### src/rtl/source_arbiter_pkg.sv
// Shared types and constants for the source arbiter and its output stage.
package source_arbiter_pkg;

    localparam int unsigned DEFAULT_DATA_W     = 8;
    localparam int unsigned DEFAULT_GAP_CYCLES = 16;

    // Values carried on script_mode / active_mode
    localparam logic MODE_MANUAL = 1'b0;
    localparam logic MODE_SCRIPT = 1'b1;

    typedef enum logic [1:0] {
        MANUAL = 2'd0,
        SCRIPT = 2'd1,
        DRAIN  = 2'd2,
        GAP    = 2'd3
    } arbState_t;

    // Gap counter must hold GAP_CYCLES-1 down to 0
    function automatic int unsigned gapCntWidth(input int unsigned gapCycles);
        return $clog2(gapCycles + 1);
    endfunction

    localparam int unsigned DEFAULT_GAP_CNT_W = $clog2(DEFAULT_GAP_CYCLES + 1);

    // Steady state that belongs to a given owner
    function automatic arbState_t ownerState(input logic mode);
        return (mode == MODE_SCRIPT) ? SCRIPT : MANUAL;
    endfunction

endpackage

### src/rtl/source_arbiter_out_stage.sv
// Single-entry valid/ready holding register that drives the downstream byte.
module arb_out_stage
    import source_arbiter_pkg::*;
#(
    parameter int unsigned DATA_W = DEFAULT_DATA_W
) (
    input  logic              clk,
    input  logic              rst_n,
    input  logic              loadEn,
    input  logic [DATA_W-1:0] loadData,
    input  logic              drainReady,
    output logic              holdValid,
    output logic [DATA_W-1:0] holdData,
    output logic              free_c
);

    // Register can take a new byte when empty or being emptied this cycle
    assign free_c = !holdValid || drainReady;

    // Load wins over consume so back-to-back bytes keep valid high
    always_ff @(posedge clk or negedge rst_n) begin
        if (!rst_n) begin
            holdValid <= 1'b0;
            holdData  <= '0;
        end else if (loadEn) begin
            holdValid <= 1'b1;
            holdData  <= loadData;
        end else if (drainReady) begin
            holdValid <= 1'b0;
        end
    end

endmodule

### src/rtl/source_arbiter.sv
// Shares one downstream byte channel between the script and manual sources,
// handing over ownership only after draining the output and waiting a gap.
module source_arbiter
    import source_arbiter_pkg::*;
#(
    parameter int unsigned DATA_W     = DEFAULT_DATA_W,
    parameter int unsigned GAP_CYCLES = DEFAULT_GAP_CYCLES
) (
    input  logic              clk,
    input  logic              rst_n,
    input  logic              script_mode,
    input  logic              s_valid,
    input  logic [DATA_W-1:0] s_data,
    output logic              s_ready,
    input  logic              m_valid,
    input  logic [DATA_W-1:0] m_data,
    output logic              m_ready,
    output logic              out_valid,
    output logic [DATA_W-1:0] out_data,
    input  logic              out_ready,
    output logic              active_mode,
    output logic              switching
);

    localparam int unsigned     CNT_W    = gapCntWidth(GAP_CYCLES);
    localparam logic [CNT_W-1:0] GAP_LOAD = CNT_W'(GAP_CYCLES - 1);

    arbState_t        state;
    arbState_t        stateNext;
    logic             activeModeNext;
    logic             switchingNext;
    logic [CNT_W-1:0] gapCnt;
    logic [CNT_W-1:0] gapCntNext;
    logic             scriptModeQ;
    logic             pending;
    logic             outFree_c;
    logic             loadEn;
    logic [DATA_W-1:0] loadData;

    // Request is already synchronous; one register stage gives a clean compare
    always_ff @(posedge clk or negedge rst_n) begin
        if (!rst_n) begin
            scriptModeQ <= MODE_MANUAL;
        end else begin
            scriptModeQ <= script_mode;
        end
    end

    assign pending = (scriptModeQ != active_mode);

    // Owner may push only in its steady state, with no switch pending
    assign s_ready = (state == SCRIPT) && !pending && outFree_c;
    assign m_ready = (state == MANUAL) && !pending && outFree_c;

    // Only the owner's data path is ever sampled
    assign loadEn   = (s_valid && s_ready) || (m_valid && m_ready);
    assign loadData = (active_mode == MODE_SCRIPT) ? s_data : m_data;

    // State, owner, switching flag and gap counter registers
    always_ff @(posedge clk or negedge rst_n) begin
        if (!rst_n) begin
            state       <= MANUAL;
            active_mode <= MODE_MANUAL;
            switching   <= 1'b0;
            gapCnt      <= '0;
        end else begin
            state       <= stateNext;
            active_mode <= activeModeNext;
            switching   <= switchingNext;
            gapCnt      <= gapCntNext;
        end
    end

    // Handover sequencing: owner -> DRAIN -> GAP -> new owner
    always_comb begin
        stateNext      = state;
        activeModeNext = active_mode;
        switchingNext  = switching;
        gapCntNext     = gapCnt;

        case (state)
            MANUAL, SCRIPT: begin
                if (pending) begin
                    stateNext     = DRAIN;
                    switchingNext = 1'b1;
                end
            end

            DRAIN: begin
                if (!pending) begin
                    // Request withdrawn before the handover committed
                    stateNext     = ownerState(active_mode);
                    switchingNext = 1'b0;
                end else if (!out_valid || out_ready) begin
                    // Nothing can be loaded here, so a consume empties the register
                    stateNext  = GAP;
                    gapCntNext = GAP_LOAD;
                end
            end

            GAP: begin
                // Committed: request changes are only looked at once back in an owner state
                if (gapCnt == '0) begin
                    activeModeNext = !active_mode;
                    stateNext      = ownerState(!active_mode);
                    switchingNext  = 1'b0;
                end else begin
                    gapCntNext = gapCnt - CNT_W'(1);
                end
            end

            default: begin
                stateNext      = MANUAL;
                activeModeNext = MODE_MANUAL;
                switchingNext  = 1'b0;
                gapCntNext     = '0;
            end
        endcase
    end

    arb_out_stage #(
        .DATA_W (DATA_W)
    ) u_out_stage (
        .clk        (clk),
        .rst_n      (rst_n),
        .loadEn     (loadEn),
        .loadData   (loadData),
        .drainReady (out_ready),
        .holdValid  (out_valid),
        .holdData   (out_data),
        .free_c     (outFree_c)
    );

endmodule

### config.mk
export PLATFORM = sky130hd
export DESIGN_NAME = source_arbiter
export DESIGN_NICKNAME = d
export VERILOG_FILES = /design/src/rtl/source_arbiter_pkg.sv /design/src/rtl/source_arbiter_out_stage.sv /design/src/rtl/source_arbiter.sv
export SDC_FILE = /design/constraint.sdc
export NUM_CORES = 1
export LEC_CHECK = 0
export CAP_MARGIN = 20
export CORE_ASPECT_RATIO = 0.7
export CORE_MARGIN = 4
export CORE_UTILIZATION = 40
export CTS_BUF_LIST = sky130_fd_sc_hd__clkbuf_4 sky130_fd_sc_hd__clkbuf_8 sky130_fd_sc_hd__clkbuf_16
export DETAILED_ROUTE_END_ITERATION = 12
export PLACE_DENSITY = 0.69
export SETUP_SLACK_MARGIN = 0.1
export SYNTH_ARGS = -nofsm -noshare
export SYNTH_HDL_FRONTEND = slang
export SYNTH_SLANG_ARGS = --single-unit
### constraint.sdc
create_clock -name clk -period 2.55 [get_ports clk]
set_input_delay 0.765 -clock clk [delete_from_list [all_inputs] [get_ports clk]]
set_output_delay 0.765 -clock clk [all_outputs]
set_load 0.01 [all_outputs]
==> results of run 1 <==
[report_power, final]
group	switching [mW]	internal, mW
logic	0.232	0.392
clock network	0.0969	0.0586
registers	0.106	0.420
total	0.435	0.870
[critical path, stage by stage (launching register included)]
cell,delay [ns]
sky130_fd_sc_hd__dfrtp_1,0.36
sky130_fd_sc_hd__inv_1,0.07
sky130_fd_sc_hd__ha_1,0.35
sky130_fd_sc_hd__nor4_1,0.28
sky130_fd_sc_hd__buf_2,0.18
[synth_stat cells (all sizes together)]
library cell,count
a31oi,1
ha,2
a21oi,3
nand2,3
a2bb2oi,1
nor4b,1
o22a,2
or3,1
or4b,1
nor4,2
clkbuf,1
nor2b,1
xnor2,1
buf,3
dfrtp,19
nand2b,3
xor2,2
inv,7
a22oi,1
nor2,2
mux2,16
and2b,1
o21a,1
o32ai,1
o41ai,1
o21ai,3
or4,1
nor3,1
mux2i,1
[per-stage QoR]
step / TNS, ns / setup slack, ns / hold WS, ns
detailed placement: -0.5619 / -0.2834 / 0.4940
global placement: -0.5177 / -0.2671 / 0.4963
CTS: 0 / 0.1381 / 0.5251
global route: 0 / 0.1443 / 0.5485
finish: 0 / 0.2390 / 0.5270
floorplan: 0 / 0.1228 / 0.4694
[flip-flops by register name, summed over array words and instances, names as in the netlist]
name / flops
scriptModeQ: 1
active_mode: 1
u_out_stage.holdData: 8
switching: 1
state: 2
u_out_stage.holdValid: 1
gapCnt: 5
[cell type report]
class	instances	area, sq um
fill	204	835.8
tap	32	40.04
sequential	19	475.5
clock inverter	1	5.005
multi-input combinational	53	476.7
timing repair buffer	40	377.9
inverter	7	26.28
clock buffer	3	22.52
[repair_timing]
item                       in CTS  in global routing
gates resized for setup        10                  3
hold buffers                    0                  0
pin swaps                       0                  1
setup endpoints to repair       2                  2
[per-layer routing]
layer | vias to the layer above | share of wire [%] | track usage (%)
met5 | - | 0 | 0
met4 | 0 | 1.9 | 5.611
met3 | 6 | 4.5 | 5.682
met2 | 20 | 50 | 26.33
met1 | 374 | 44 | 17.87
li1 | 374 | - | -
[worst paths after layout]
check / start / to / slack (ns) / cells past startpoint
min reg2reg: u_out_stage.holdData[4] / u_out_stage.holdData[4] / 0.53 / 1
max: active_mode / m_ready / 0.24 / 4
min: u_out_stage.holdData[4] / u_out_stage.holdData[4] / 0.53 / 1
max reg2reg: active_mode / u_out_stage.holdData[2] / 0.46 / 6
min in group asynchronous: rst_n / u_out_stage.holdData[3] / 0.78 / 2
max in group asynchronous: rst_n / u_out_stage.holdData[4] / 1.57 / 2
[cells by family (layout without fill, tap and decap cells)]
logic type,count (synthesis),after routing,share of synthesized area [%]
xor+xnor,3,3,2.625
flops,19,19,47.50
fa+ha+maj,2,2,2.500
mux,17,17,22.00
compound gates,14,14,9.501
simple gates,17,17,10.13
buf+inv,11,51,5.749
==> metrics.md, run 1 <==
| Metric | Value |
|---|---|
| Outcome | complete, no violations |
| Cell accounting for the most synthesized area | sky130_fd_sc_hd__dfrtp_1 |
| Area added between synthesis and finish | 42.25% |
| Clock buffer depth | 2 |
| Final std cells w/o fill | 155 |
| PnR Total Power | 1.305 mW |
| Post-detailed-route via-to-cell ratio | 4.994 |
| Die extent in y | 49.86 um |
| Sink count of the clock tree | 19 |
| Clock Latency Late Sink | 0.31 ns |
| Estimated wirelength of the detail-placed design | 1.776 mm |
| Proportion of netlist area held by the largest area contributor | 47.50% |
| Number of buffers added by the clock tree synthesis step | 3 |
| Commonest non-fill, non-tap cells in the layout | sky130_fd_sc_hd__clkdlybuf4s50_1, sky130_fd_sc_hd__dfrtp_1, sky130_fd_sc_hd__mux2_2, sky130_fd_sc_hd__mux2_4, sky130_fd_sc_hd__inv_1 |
| Final number of setup-violating endpoints | 0 |
| Most common cell after layout, fill and taps aside | sky130_fd_sc_hd__clkdlybuf4s50_1 |
| Number of routed nets with antenna violations | 0 |
| Final design area excluding fillers | 1424 sq um |
| Cell leakage power | 0.6314 nW |
| Number of global-route vias before repair | 856 |
| Kind of launch point of the worst setup path | register |
| Total of warnings raised by yosys | 0 |
| IO Count | 35 |
| Fraction of final layout cells sized beyond drive strength 1 | 25.20% |
| Violation count after the first detailed-routing iteration | 37 |
| Floorplan row count | 14 |
| Antenna diode count | 0 |
| Category of the worst setup path capture point | output port |
| Area of the die | 3380 sq um |
| Synth unique cells | 31 |
| DRC Markers | 0 |
| Post-synthesis net count | 107 |
| Final setup skew | 0.006031 ns |
| Maximum frequency from static timing analysis | 0.4327 GHz |
| NumNets Final | 148 |
| Required time at the endpoint of the critical path | 1.79 ns |
| Worst Setup Path Type | reg -> out |
| Post-CTS setup buffer count | 0 |
| Share of the clock period used by the worst path after layout | 90.63% |
| Width of the die | 67.79 um |
| Average footprint of a synthesized cell | 12.06 sq um |
| Number of hold-slack violations in the final timing report | 0 |
| Netlist area before placement | 1001 sq um |
| Power density over the cells | 916.6 nW/um^2 |
| Leading cell types by total area after synthesis | sky130_fd_sc_hd__dfrtp_1, sky130_fd_sc_hd__mux2_4, sky130_fd_sc_hd__mux2_2 |
| RSZ-0062 raised after global routing | false |
| Data arrival at the endpoint of the critical path | 1.55 ns |
| Final Max Tran Viols | 0 |
| Max Cap Viol | 0 |
| Number of I/O port buffers | 34 |
| Portion of the post-synthesis area used by sequential elements | 47.50% |
| Starting utilization of the core area | 44.30% |
| Peak supply drop | 369.9 uV |
| Transition at the pin with the smallest max-transition slack | 0.5088 ns |
| Total wire length after detailed routing | 2.263 mm |
| Residual overflow from global routing | 0 |
| Average wire length per cell after detail routing | 14.60 um |
| Min Tclk post-route | 2.311 ns |
| Peak fanout along the critical path | 4 |
| Root Driver | sky130_fd_sc_hd__clkbuf_4 |
| Placed instance count | 151 |
| Total number of H-tree levels | 1 |
| Post-Route Utilization | 63.01% |
| Clock edge transition at the registers on the reported setup and hold paths | 0.11 ns |
| Initial antenna violation count | 0 |
| Clock tree from TritonCTS | built |
| Placed instance area | 1395 sq um |
| Final weighted congestion in routability-driven placement | 0.8422 |
| Largest net degree at the start of global routing | 20 |
| First-pass GRT wire length | 3.974 mm |
| Standard cell core area | 2260 sq um |
| Min-Delay Path Class | reg -> reg |
| Relative max-transition margin | 65.61% |
| Total via count after detailed routing | 774 |
| Overall global routing resource usage | 15.59% |
| Flip-flop and latch count after synthesis | 19 |
| Synthesized netlist cell count | 83 |
| First drt pass iteration count | 4 |
No activity file was read; power rests on OpenSTA's default activity.
==> run 2, diff against run 1 <==
--- a/config.mk
+++ b/config.mk
@@ -13,6 +13,7 @@
 export DETAILED_ROUTE_END_ITERATION = 12
 export PLACE_DENSITY = 0.69
 export SETUP_SLACK_MARGIN = 0.1
+export SLEW_MARGIN = 40
 export SYNTH_ARGS = -nofsm -noshare
 export SYNTH_HDL_FRONTEND = slang
 export SYNTH_SLANG_ARGS = --single-unit
==> results of run 2 <==
Same layout as run 1: the final DEF is identical, and so are final timing and power.
